## config.mk

```make
export PLATFORM = sky130hd
export DESIGN_NAME = pulse_width_capture
export DESIGN_NICKNAME = d
export VERILOG_FILES = /design/src/rtl/pwc_pkg.sv /design/src/rtl/pwc_channel.sv /design/src/rtl/pulse_width_capture.sv
export SDC_FILE = /design/constraint.sdc
export NUM_CORES = 1
export LEC_CHECK = 0
export ABC_AREA = 1
export CELL_PAD_IN_SITES_DETAIL_PLACEMENT = 2
export CELL_PAD_IN_SITES_GLOBAL_PLACEMENT = 2
export CORE_ASPECT_RATIO = 1.25
export CORE_MARGIN = 10
export CORE_UTILIZATION = 40
export DETAILED_ROUTE_END_ITERATION = 8
export GPL_TIMING_DRIVEN = 1
export PLACE_DENSITY_LB_ADDON = 0.3
export SYNTH_ARGS = -nofsm -noshare
export SYNTH_HDL_FRONTEND = slang
export SYNTH_HIERARCHICAL = 1
export SYNTH_SLANG_ARGS = --single-unit
```

## constraint.sdc

```tcl
create_clock -name clk -period 6.99 [get_ports clk]
set_clock_uncertainty 0.1 [all_clocks]
set_input_delay 1.398 -clock clk [delete_from_list [all_inputs] [get_ports clk]]
set_output_delay 1.398 -clock clk [all_outputs]
set_load 0.03 [all_outputs]
```

## src/rtl/pwc_pkg.sv

```systemverilog
// pwc_pkg: shared types and helpers for pulse_width_capture.
// Holds the channel state enum, width helper and us divider.
package pwc_pkg;

  typedef enum logic [1:0] {
    S_ARM  = 2'd0,
    S_IDLE = 2'd1,
    S_MEAS = 2'd2
  } ch_state_e;

  function automatic int clog2_min1(input int n);
    return (n <= 2) ? 1 : $clog2(n);
  endfunction

  function automatic int us_div(input int hz);
    return hz / 1_000_000;
  endfunction

endpackage

```

## src/rtl/pwc_channel.sv

```systemverilog
// pwc_channel: one capture lane (sync, polarity, FSM, us counter, holding reg).
// Ports: i_pulse/i_enable/i_clear_ovr/i_take in; o_pending/o_width/o_timeout/o_overrun out.
module pwc_channel
  import pwc_pkg::*;
#(
  parameter int   WIDTH       = 16,
  parameter int   DIV         = 50,
  parameter int   TIMEOUT_US  = 30000,
  parameter int   SYNC_STAGES = 2,
  parameter logic ACT_HIGH    = 1'b1
) (
  input  logic             clk,
  input  logic             rst_n,
  input  logic             i_pulse,
  input  logic             i_enable,
  input  logic             i_clear_ovr,
  input  logic             i_take,
  output logic             o_pending,
  output logic [WIDTH-1:0] o_width,
  output logic             o_timeout,
  output logic             o_overrun
);

  localparam int PW = clog2_min1(DIV);
  localparam logic [PW-1:0] P_LAST = PW'(DIV - 1);
  localparam logic [WIDTH-1:0] W_TO = WIDTH'(TIMEOUT_US);

  typedef struct packed {
    logic             timeout;
    logic [WIDTH-1:0] width;
  } res_t;

  logic [SYNC_STAGES-1:0] r_sync;
  logic [SYNC_STAGES-1:0] r_prime;
  logic                   r_prev;
  logic                   r_rise;
  logic                   r_fall;
  logic                   w_act;
  ch_state_e              r_state;
  ch_state_e              w_state_nx;
  logic [PW-1:0]          r_presc;
  logic [WIDTH-1:0]       r_cnt;
  logic                   w_new;
  logic                   w_new_to;
  res_t                   r_hold;
  logic                   r_pend;
  logic                   r_ovr;

  assign w_act = r_sync[SYNC_STAGES-1] ^ ~ACT_HIGH;

  // r_prime keeps ARM from trusting the reset value of the synchroniser
  always_ff @(posedge clk or negedge rst_n) begin
    if (!rst_n) begin
      r_sync  <= {SYNC_STAGES{~ACT_HIGH}};
      r_prime <= '0;
      r_prev  <= 1'b0;
      r_rise  <= 1'b0;
      r_fall  <= 1'b0;
    end else begin
      r_sync  <= {r_sync[SYNC_STAGES-2:0], i_pulse};
      r_prime <= {r_prime[SYNC_STAGES-2:0], 1'b1};
      r_prev  <= w_act;
      r_rise  <= w_act & ~r_prev;
      r_fall  <= ~w_act & r_prev;
    end
  end

  always_comb begin
    w_state_nx = r_state;
    w_new      = 1'b0;
    w_new_to   = 1'b0;
    if (!i_enable) begin
      w_state_nx = S_ARM;
    end else begin
      unique case (r_state)
        S_ARM: begin
          if (&r_prime && !w_act) w_state_nx = S_IDLE;
        end
        S_IDLE: begin
          if (r_rise) w_state_nx = S_MEAS;
        end
        S_MEAS: begin
          if (r_cnt == W_TO) begin
            w_new      = 1'b1;
            w_new_to   = 1'b1;
            w_state_nx = S_ARM;
          end else if (r_fall) begin
            w_new      = 1'b1;
            w_state_nx = S_IDLE;
          end
        end
        default: w_state_nx = S_ARM;
      endcase
    end
  end

  // rise cycle is the first active cycle, so the prescaler starts at 1
  always_ff @(posedge clk or negedge rst_n) begin
    if (!rst_n) begin
      r_state <= S_ARM;
      r_presc <= '0;
      r_cnt   <= '0;
    end else begin
      r_state <= w_state_nx;
      if (r_state == S_IDLE && r_rise) begin
        r_presc <= PW'(1);
        r_cnt   <= '0;
      end else if (r_state == S_MEAS) begin
        if (r_presc == P_LAST) begin
          r_presc <= '0;
          r_cnt   <= r_cnt + WIDTH'(1);
        end else begin
          r_presc <= r_presc + PW'(1);
        end
      end
    end
  end

  always_ff @(posedge clk or negedge rst_n) begin
    if (!rst_n) begin
      r_hold <= '0;
      r_pend <= 1'b0;
      r_ovr  <= 1'b0;
    end else begin
      if (w_new) begin
        r_hold.width   <= r_cnt;
        r_hold.timeout <= w_new_to;
      end
      if (!i_enable)   r_pend <= 1'b0;
      else if (w_new)  r_pend <= 1'b1;
      else if (i_take) r_pend <= 1'b0;
      r_ovr <= (r_ovr & ~i_clear_ovr) | (w_new & r_pend & ~i_take);
    end
  end

  assign o_pending = r_pend;
  assign o_width   = r_hold.width;
  assign o_timeout = r_hold.timeout;
  assign o_overrun = r_ovr;

endmodule

```

## src/rtl/pulse_width_capture.sv

```systemverilog
// pulse_width_capture: N-channel pulse-width capture, round-robin drained.
// Ports: pulse_in/enable/clear_ovr/out_ready in; out_valid/out_chan/out_width/out_timeout/overrun out.
module pulse_width_capture
  import pwc_pkg::*;
#(
  parameter int                    CHANNELS    = 6,
  parameter int                    CLK_FREQ_HZ = 50_000_000,
  parameter int                    WIDTH       = 16,
  parameter int                    TIMEOUT_US  = 30000,
  parameter int                    SYNC_STAGES = 2,
  parameter logic [CHANNELS-1:0]   ACTIVE_HIGH = {CHANNELS{1'b1}},
  localparam int                   CW          = clog2_min1(CHANNELS)
) (
  input  logic                clk,
  input  logic                rst_n,
  input  logic [CHANNELS-1:0] pulse_in,
  input  logic [CHANNELS-1:0] enable,
  input  logic                clear_ovr,
  output logic                out_valid,
  input  logic                out_ready,
  output logic [CW-1:0]       out_chan,
  output logic [WIDTH-1:0]    out_width,
  output logic                out_timeout,
  output logic [CHANNELS-1:0] overrun
);

  localparam int DIV = us_div(CLK_FREQ_HZ);

  logic [CHANNELS-1:0] w_pend;
  logic [CHANNELS-1:0] w_take;
  logic [CHANNELS-1:0] w_to;
  logic [WIDTH-1:0]    w_width [CHANNELS];
  logic [CW:0]         w_j;
  logic [CW-1:0]       w_pick;
  logic [CW-1:0]       w_ptr_nx;
  logic                w_any;
  logic                w_load;
  logic [CW-1:0]       r_ptr;
  logic                r_valid;
  logic [CW-1:0]       r_chan;
  logic [WIDTH-1:0]    r_width;
  logic                r_to;

  for (genvar g = 0; g < CHANNELS; g++) begin : g_ch
    pwc_channel #(
      .WIDTH       (WIDTH),
      .DIV         (DIV),
      .TIMEOUT_US  (TIMEOUT_US),
      .SYNC_STAGES (SYNC_STAGES),
      .ACT_HIGH    (ACTIVE_HIGH[g])
    ) u_ch (
      .clk         (clk),
      .rst_n       (rst_n),
      .i_pulse     (pulse_in[g]),
      .i_enable    (enable[g]),
      .i_clear_ovr (clear_ovr),
      .i_take      (w_take[g]),
      .o_pending   (w_pend[g]),
      .o_width     (w_width[g]),
      .o_timeout   (w_to[g]),
      .o_overrun   (overrun[g])
    );
  end

  // scan from the farthest offset down so the nearest pending index wins
  always_comb begin
    w_j    = '0;
    w_any  = 1'b0;
    w_pick = '0;
    for (int i = CHANNELS - 1; i >= 0; i--) begin
      w_j = {1'b0, r_ptr} + (CW+1)'(i);
      if (w_j >= (CW+1)'(CHANNELS)) w_j = w_j - (CW+1)'(CHANNELS);
      if (w_pend[w_j[CW-1:0]]) begin
        w_any  = 1'b1;
        w_pick = w_j[CW-1:0];
      end
    end
  end

  assign w_load   = w_any && (!r_valid || out_ready);
  assign w_ptr_nx = (w_pick == CW'(CHANNELS - 1)) ? '0 : w_pick + CW'(1);

  always_comb begin
    w_take = '0;
    for (int i = 0; i < CHANNELS; i++) begin
      w_take[i] = w_load && (w_pick == CW'(i));
    end
  end

  always_ff @(posedge clk or negedge rst_n) begin
    if (!rst_n) begin
      r_valid <= 1'b0;
      r_chan  <= '0;
      r_width <= '0;
      r_to    <= 1'b0;
      r_ptr   <= '0;
    end else if (w_load) begin
      r_valid <= 1'b1;
      r_chan  <= w_pick;
      r_width <= w_width[w_pick];
      r_to    <= w_to[w_pick];
      r_ptr   <= w_ptr_nx;
    end else if (out_ready) begin
      r_valid <= 1'b0;
    end
  end

  assign out_valid   = r_valid;
  assign out_chan    = r_chan;
  assign out_width   = r_width;
  assign out_timeout = r_to;

endmodule
```

# Word-level counts from Yosys, hierarchy flattened
# Index checks and enable logic that the tools add are counted.
# totals
ff_bits	324
word_cells	459
output_inout_bits	27
inputBits	16
# classes
n_addsub	24
reduce_logical	65
muxes	170
n_eq_ne	53
bitwise	56
magnitude_cmp	14
# op_table
operator	count
$mux 16	20
$mux 6	18
$add 16x1->16 const B	6
$eq 16x15->1 const B	6
$mux 1	75
$mux 2	30
$bmux 16 s3	1
$mux 3	13
$add 6x1->6 const B	6
$eq 6x6->1 const B	6
$ne 3x2->1 const B	12
$pmux 2 s3	6
$and 1x1->1	30
$lt 3x4->1 const B	7
$reduce_bool 2->1	13
$ne 4x2->1 const B	6
$reduce_and 2->1	12
$bmux 1 s3	7
$ge 4x3->1 const B	5
$logic_and 1x1->1	19
$not 1->1	19
$ne 3x1->1 const B	6
$reduce_and 3->1	6
$sub 3x3->3 const B	6
other kinds (17)	47

# Longest topological paths before layout
# Gate-level depths: netlist of the first run.
# logic_depth
depth_word	16
ltp_mapped	28
mapped_depth_nobuf	24

# Hierarchy
# Netlist of the first run, hierarchy kept.
# modules_own_cells
mod	instances	seq_area_each_um2	cells_per_inst	area_per_inst_um2
pwc_channel (g_ch[0].u_ch ...)	5	1251.2	320	2596.2
pulse_width_capture	1	600.6	493	2805.2
pwc_channel (g_ch[5].u_ch)	1	1251.2	320	2528.7

# Least setup slack after synthesis of the first run
# Ideal clock, no wire load.
# synth_timing
kind	register to register
start	reg r_ptr[0]
end	reg g_ch[0].u_ch.r_ovr
stages_incl_launch_ff	24
path_buffers	3
period_less_slack_ns	2.988
arrival_time_ns	2.768
setup_time_ns	0.121
required_time_ns	6.769
path_slack_ns	4.002
path_cell_list	dfrtp_1 > buf_4 > inv_1 > ha_1 > buf_4 > inv_4 > nand2_1 > nand3_2 > nand2_1 > nand2_1 > nand2_2 > nand2_1 > nand3_1 > nand2_2 > inv_2 > nor2_1 > nand2_2 > nand3_4 > nand2_4 > buf_2 > nor4_1 > nor2_1 > nand3_1 > o21ai_1
# synth_between
elab_chain_cells	16
elab_cells_between_ends	53
classes_between	add/sub (11); order compare (6); mux (30); bitwise (3); reduce/logical (3)
# synth_rtl
element	line_no	rtl
start, declared	pulse_width_capture.sv:38	logic [CW-1:0] r_ptr;
start signal, assigned	pulse_width_capture.sv:102	r_ptr <= w_ptr_nx;
$add 3x3->4	pulse_width_capture.sv:71	w_j = {1'b0, r_ptr} + (CW+1)'(i);
$ge 4x3->1 or $sub 3x3->3 (tied branches)	pulse_width_capture.sv:72	if (w_j >= (CW+1)'(CHANNELS)) w_j = w_j - (CW+1)'(CHANNELS);
$mux 3	pulse_width_capture.sv:72	
$bmux 1 s3	pulse_width_capture.sv:73	if (w_pend[w_j[CW-1:0]]) begin
$mux 1 (not written as such)	pulse_width_capture.sv:73	
$mux 3 or $mux 1 (tied branches) (6 in series)	pulse_width_capture.sv:73	
$logic_not 3->1 or $logic_and 1x1->1 (tied branches)	pulse_width_capture.sv:86, pulse_width_capture.sv:80	
$logic_and 1x1->1 *	pulse_width_capture.sv:86	w_take[i] = w_load && (w_pick == CW'(i));
named net w_take[0]	pulse_width_capture.sv:30	logic [CHANNELS-1:0] w_take;
$not 1->1 *	pwc_channel.sv:132	r_ovr <= (r_ovr & ~i_clear_ovr) | (w_new & r_pend & ~i_take);
$and 1x1->1 *	pwc_channel.sv:132	
$or 1x1->1 *	pwc_channel.sv:132	
end signal, assigned	pwc_channel.sv:132	
end, declared	pwc_channel.sv:47	logic r_ovr;
# Mark *: on every way through the listed nets, which the timed path passes. The rest lies on a longest branch. The select of a mux whose other input is x is not followed.
# A chain may end at the register's enable or synchronous reset.

# Worst setup path in the final report of the first run
# layout_timing
start	reg r_ptr[0]
end	reg g_ch[4].u_ch.r_ovr
# layout_between
elab_chain_cells	16
elab_cells_between_ends	53
classes_between	add/sub (11); order compare (6); eq/ne (1); mux (30); bitwise (3); reduce/logical (2)
# layout_rtl
element	line_no
$add 3x3->4	pulse_width_capture.sv:71
$ge 4x3->1 or $sub 3x3->3 (tied branches)	pulse_width_capture.sv:72
$mux 3	pulse_width_capture.sv:72
$bmux 1 s3	pulse_width_capture.sv:73
$mux 1 (not written as such)	pulse_width_capture.sv:73
$mux 3 or $mux 1 (tied branches) (6 in series)	pulse_width_capture.sv:73
$eq 3x3->1 or $logic_and 1x1->1 (tied branches)	pulse_width_capture.sv:86, pulse_width_capture.sv:80
$logic_and 1x1->1 *	pulse_width_capture.sv:86
$not 1->1 *	pwc_channel.sv:132
$and 1x1->1 *	pwc_channel.sv:132
$or 1x1->1 *	pwc_channel.sv:132
end signal, assigned	pwc_channel.sv:132
end, declared	pwc_channel.sv:47
# Mark *: on every way between the ends. The rest lies on a longest branch, timed or not. The select of a mux whose other input is x is not followed.

==> results of run 1 <==
-- path summary, 6_finish.rpt --
check,from,endpoint,slack [ns],cells after the start
worst max register to register,r_ptr[0],g_ch[4].u_ch/o_overrun,2.16,23
max in group asynchronous,rst_n,g_ch[2].u_ch/r_rise,4.68,2
worst min register to register,g_ch[2].u_ch/r_sync[0],g_ch[2].u_ch/r_sync[1],0.25,0
min in group asynchronous,rst_n,g_ch[1].u_ch/r_sync[0],0.80,1
worst max-delay path,r_ptr[0],g_ch[4].u_ch/o_overrun,2.16,23
worst min-delay path,g_ch[2].u_ch/r_sync[0],g_ch[2].u_ch/r_sync[1],0.25,0
-- cell usage in the layout, fill, tap and decap left out, types with 7 or more instances in the layout --
cell | Yosys | layout
inv_1 | 175 | 175
clkinv_2 | 0 | 7
nor3_1 | 32 | 32
o21ai_0 | 30 | 30
clkdlybuf4s50_1 | 0 | 41
nor2_2 | 13 | 13
o31ai_1 | 12 | 12
nand3_2 | 9 | 9
nand4_1 | 106 | 106
nand2_2 | 82 | 82
o211ai_1 | 7 | 7
nand2_4 | 9 | 9
o21bai_1 | 24 | 24
xor2_1 | 12 | 12
inv_2 | 36 | 36
nor2_1 | 214 | 214
ha_1 | 33 | 33
clkinv_1 | 10 | 10
nor2_4 | 7 | 7
nand3_1 | 292 | 292
nand2_1 | 758 | 758
clkbuf_16 | 0 | 38
nand2_8 | 10 | 10
o21ai_1 | 79 | 79
dfrtp_1 | 324 | 324
a21oi_1 | 40 | 40
clkbuf_1 | 11 | 9
clkbuf_8 | 0 | 8
a31oi_1 | 7 | 7
-- state kept, by name, summed over array words and instances, names as in the netlist --
register,cells
g_ch.u_ch/r_state,12
g_ch.u_ch/o_timeout,6
out_valid,1
g_ch.u_ch/r_fall,6
g_ch.u_ch/o_pending,6
out_timeout,1
g_ch.u_ch/r_prime,12
g_ch.u_ch/r_presc,36
g_ch.u_ch/r_rise,6
out_width,16
g_ch.u_ch/o_width,96
g_ch.u_ch/r_prev,6
g_ch.u_ch/r_cnt,96
g_ch.u_ch/r_sync,12
out_chan,3
g_ch.u_ch/o_overrun,6
r_ptr,3
-- synthesized netlist by cell type, types with 9 or more instances --
| cell type | number |
|---|---|
| buf_2 | 21 |
| o21ai_1 | 79 |
| nand2_8 | 10 |
| nand2_2 | 82 |
| nand2_4 | 9 |
| nor2_2 | 13 |
| clkbuf_1 | 11 |
| inv_1 | 175 |
| o21ai_0 | 30 |
| xor2_1 | 12 |
| nor3_1 | 32 |
| inv_2 | 36 |
| clkinv_1 | 10 |
| buf_6 | 16 |
| dfrtp_1 | 324 |
| o31ai_1 | 12 |
| buf_4 | 12 |
| nand3_1 | 292 |
| nand3_2 | 9 |
| o21bai_1 | 24 |
| nor2_1 | 214 |
| nand2_1 | 758 |
| ha_1 | 33 |
| nand4_1 | 106 |
| a21oi_1 | 40 |
-- routing by layer --
metal  part of all wire  wire [um]
met2               0.53      34600
met4              0.033       2110
met5                  0          0
met1               0.41      26400
met3              0.024       1570
-- metrics by stage --
step	util	worst slack (ns)
floorplan	-	4.00
global placement	0.421	2.63
detailed placement	0.421	2.28
CTS	0.448	2.15
global route	0.448	1.68
finish	0.448	2.16
-- power groups by stage --
| stage | registers, mW | logic (mW) | clock network [mW] |
|---|---|---|---|
| floorplan | 2.16 | 1.94 | 0 |
| global placement | 2.19 | 2.30 | 0 |
| finish | 2.17 | 2.49 | 2.01 |
| global route | 2.19 | 2.78 | 2.13 |
| CTS | 2.17 | 2.51 | 2.06 |
| detailed placement | 2.20 | 2.45 | 0 |
-- kinds of logic after synthesis --
logic type	count (synthesis)	synth area share
AOI/OAI and AO/OA	202	0.0622
xor gates and xnor gates	13	0.00622
adders and majority gates	33	0.0225
buffers and inverters	288	0.0728
DFF	324	0.443
other	6	0.00123
and+or+nand+nor	1547	0.392
-- layout make-up --
cell class / instances / area (sq um)
multi-input cells: 1801 / 8870
fillers: 5109 / 24900
diodes: 1 / 2.50
well taps: 578 / 723
clock buffers: 55 / 1090
inverters: 222 / 836
repair buffers: 46 / 468
flip-flops and latches: 324 / 8110
clock inverters: 12 / 129
==> run summary, run 1 <==
Internal: 3.73 mW
worst vdd ir: 0.000212 V
clock transition at the registers of the reported paths: 0.06 ns
Hold Path Class: reg -> reg
first-pass GRT wire length: 104000 um
fraction of layout cells with a size suffix above 1: 0.0976
# IOs: 43
Crit Path Max Fanout: 23
Crit path required time: 7.33 ns
GR Util met2: 0.441
cell area after synthesis: 18300 sq um
Flop pwr share: 0.325
Area Overhead vs Synth: 10.5%
switching fraction of total power: 0.442
via count: 16900
root buf cell: clkbuf_16
synthesis-stage register bit count: 324
largest net degree at the start of global routing: 115
# port buffers: 42
Fin. Hold Viols: 0
placed insts: 2971
crit-path cells: inv_1, ha_1, inv_4, nand2_1, nand2_1, nand2_1, nand2_1, nand2_1, nand2_1, nand3_1, nand2_1, nand2_1, nand2_1, nand2_1, nand2_2, nand2_2, nand2_2, nand2_2, nand2_1, nor2_2, nor2_1, nand3_1, o21ai_1
Slew HR: 0.367
Final ANT Viol Nets: 0
fmax: 0.207 GHz
# hold bufs at CTS: 0
Post-DP HPWL: 46700 um
EDFF count, synth: 0
clock share of power: 0.301
drt via density: 5.57
dpl cell area: 19000 sq um
crit path kind: reg -> reg
drt first pass iters: 5
row count: 87
GRT Max-Usage Layer: met2
Final Total Pwr: 6.68 mW
DRC Markers: 0
antenna violations before repair: 0
Worst setup EP type: flop
Crit path max-delay family: simple AND/OR/NAND/NOR gates
vias in the first global route: 19000
clk sink count: 324
Pleak: 9.80 nW
Post-Syn Instances: 2413
total grt overflow: 0
GRT Overall Usage: 0.238
Synth Warn #: 6
total die area: 54800 sq um
cts repair resizes: 0
Final GP Congestion: 0.881
status: completed
DRT iter0 DRCs: 880
Max clock buf depth: 3
Crit path top cell by count: nand2_1
Num CTS Buffers: 38
Worst-Skew Late Latency: 0.59 ns
Arrival @ worst endpoint: 5.17 ns
Final Non-Filler Cells: 3039
Die W: 211 um
Mean Syn Cell Area: 7.59 sq um
routed len/inst: 21.3 um
Comb power frac: 0.373
crit path launch type: flop
Final Cell Area: 20200 sq um
met1 Usage GRT: 0.273
Async SR Flop Fraction: 1.00
CTS H-tree depth: 2
Synth area leaders: dfrtp_1, nand2_1, nand3_1
initial core utilization: 0.405
pwr dens: 330 nW/um^2
CP Buf/Inv Count: 2
hold_ws: 0.252 ns
TritonCTS clock tree: done
setup bufs post-CTS: 0
crit share post-route: 0.691
Layout Nets: 2482
met3 Usage GRT: 0.0254
Most used DFF post-synth: dfrtp_1
core area: 45200 sq um
post-synthesis cell type count: 40
register area share after synthesis: 0.443
Sw Pwr: 2.95 mW
max-slew violation count: 0
Die Ht: 259 um
Yosys top cell area share: 0.443
TNS Setup: 0 ns
clock period minus worst slack: 4.83 ns
RSZ-0062 raised after global routing: false
Crit-path slowest cell: dfrtp_1
Mapped Nets: 2462
slew of the pin with the lowest slew margin: 0.950 ns
Critical Path Max Stage Delay: 0.76 ns
leading area contributor after synthesis: dfrtp_1
number of setup violations in the final report: 0
MaxCap Viol Count: 0
routed wire length: 64700 um
No activity file was read; power rests on OpenSTA's default activity.
==> inputs of run 2 (changes only) <==
--- a/config.mk
+++ b/config.mk
@@ -10,7 +10,7 @@
 export CELL_PAD_IN_SITES_GLOBAL_PLACEMENT = 2
 export CORE_ASPECT_RATIO = 1.25
 export CORE_MARGIN = 10
-export CORE_UTILIZATION = 40
+export CORE_UTILIZATION = 34
 export DETAILED_ROUTE_END_ITERATION = 8
 export GPL_TIMING_DRIVEN = 1
 export PLACE_DENSITY_LB_ADDON = 0.3
==> constraint.sdc (replaced) <==
create_clock -name clk -period 4 [get_ports clk]
set_clock_uncertainty 0.1 [all_clocks]
set_input_delay 0.8 -clock clk [delete_from_list [all_inputs] [get_ports clk]]
set_output_delay 0.8 -clock clk [all_outputs]
set_load 0.03 [all_outputs]
==> run 2 against run 1 <==
Count of clock-buffer cells in the layout unchanged. Sequential power increased by 74%. Total power increased by 83%. Clock power increased by 92%. Non-clock buffer count increased by 13. Critical path depth decreased by 3. Cell count increased by 5.3%. Global-route usage decreased by 3.5 points. Maximum frequency increased by 32%. Worst hold slack got worse by 0.11 ns.
==> run summary, run 2 (synthesis results as in run 1) <==
flop2flop setup slack: 0.35 ns
fraction of layout cells with a size suffix above 1: 0.104
most common cell after layout, fill and taps aside: nand2_1
Max clock buf depth: 3
Layout Nets: 2496
clk sink count: 324
slew of the pin with the lowest slew margin: 0.771 ns
Num CTS Buffers: 39
# hold bufs at CTS: 0
first-pass GRT wire length: 104000 um
DRT iter0 DRCs: 800
Final ANT Viol Nets: 0
Final GP Congestion: 0.850
vias in the first global route: 18600
drt first pass iters: 5
Ant. Diodes: 0
RSZ-0062 raised after global routing: false
Worst-Skew Late Latency: 0.58 ns
DRC Markers: 0
core area: 53600 sq um
Final Total Pwr: 12.2 mW
FF-to-FF Start: r_ptr[1]
crit path kind: reg -> reg
MaxCap Viol Count: 0
placed insts: 3130
Die W: 228 um
Worst Reg2Reg Path Length in Cells: 20
via count: 16600
crit path launch type: flop
Pleak: 9.93 nW
Crit path required time: 4.33 ns
number of setup violations in the final report: 0
Hold Path Class: in -> async
CP Launch Point: r_ptr[1]
largest net degree at the start of global routing: 87
Die Ht: 279 um
TritonCTS clock tree: done
most frequent cells in the layout: nand2_1, dfrtp_1, nand3_1
clock period minus worst slack: 3.65 ns
clock transition at the registers of the reported paths: 0.06 ns
routed len/inst: 19.8 um
total die area: 63600 sq um
total grt overflow: 0
antenna violations before repair: 0
Worst setup EP type: flop
crit share post-route: 0.913
dpl cell area: 19300 sq um
Area Overhead vs Synth: 13.1%
Post-DP HPWL: 46600 um
# IOs: 43
max-slew violation count: 0
Slew HR: 0.486
worst vdd ir: 0.000491 V
root buf cell: clkbuf_16
drt via density: 5.19
pwr dens: 591 nW/um^2
final worst setup slack: 0.346 ns
status: completed
GRT Overall Usage: 0.202
CTS H-tree depth: 2
Fin. Hold Viols: 0
initial core utilization: 0.342
crit path to: g_ch[0].u_ch/o_overrun
Final Cell Area: 20700 sq um
routed wire length: 63200 um
row count: 95
Arrival @ worst endpoint: 3.98 ns
# port buffers: 42
Worst R2R End: g_ch[0].u_ch/o_overrun
Crit Path Max Fanout: 23
worst slack, placed: -0.00231 ns
Final Non-Filler Cells: 3201
fmax: 0.274 GHz
[run 2: critical path, cell delays in order, from the launching register on]
cell and delay [ns]:
dfrtp_2 0.47, inv_1 0.25, ha_2 0.41, inv_4 0.11
nand2_1 0.08, nand3_2 0.08, nand2_1 0.08, nand2_1 0.13
nand2_2 0.08, nand2_1 0.07, nand3_1 0.08, nand2_2 0.13
inv_2 0.07, nor2_1 0.11, nand2_2 0.09, nand3_4 0.23
nand2_8 0.15, nor4_1 0.46, nor2_1 0.14, nand3_1 0.11
o21ai_1 0.08
[run 2: worst min path at each step]
| stage | start | end | slack [ns] | cells past startpoint |
|---|---|---|---|---|
| 2_1_floorplan | g_ch[0].u_ch/r_sync[0] | g_ch[0].u_ch/r_sync[1] | 0.23 | 0 |
| 3_3_place_gp | g_ch[4].u_ch/r_sync[0] | g_ch[4].u_ch/r_sync[1] | 0.23 | 0 |
| 3_5_place_dp | g_ch[4].u_ch/r_sync[0] | g_ch[4].u_ch/r_sync[1] | 0.24 | 0 |
| 4_1_cts | rst_n | g_ch[1].u_ch/r_presc[4] | 0.17 | 1 |
| 5_1_grt | rst_n | g_ch[1].u_ch/r_presc[5] | 0.19 | 1 |
| 6_report | rst_n | g_ch[1].u_ch/r_presc[4] | 0.14 | 1 |
[run 2: final cells by class]
class	instances	area [sq um]
clock buffers	55	1130
clock inverters	13	236
fillers	6201	32900
inverters	222	836
multi-input cells	1801	8890
flip-flops and latches	324	8110
well taps	727	910
repair buffers	59	603
[run 2: metal layers]
layer | track usage | vias up | wire, um
met2 | 0.370 | 161 | 33500
met4 | 0.0477 | 0 | 1320
met1 | 0.244 | 8454 | 26900
met5 | 0 | - | 0
li1 | - | 7911 | -
met3 | 0.0266 | 75 | 1520
[run 2: per-stage QoR]
step                setup TNS, ns  hold slack (ns)   util
CTS                             0            0.171  0.385
detailed placement       -0.00231            0.237  0.360
global route                    0            0.186  0.386
global placement                0            0.235  0.360
floorplan                       0            0.231      -
finish                          0            0.140  0.386
[run 2: repair_timing]
item	CTS	global route
setup endpoints to repair	0	28
buffers inserted	0	3
resized for setup	0	4
[run 2: report_power, final]
group,total (mW),internal [mW],switching (mW),leakage [nW]
combinational,4.61,1.21,3.39,4.87
clock,3.86,2.35,1.51,0.665
sequential,3.77,3.50,0.265,4.39
total,12.2,7.07,5.16,9.93
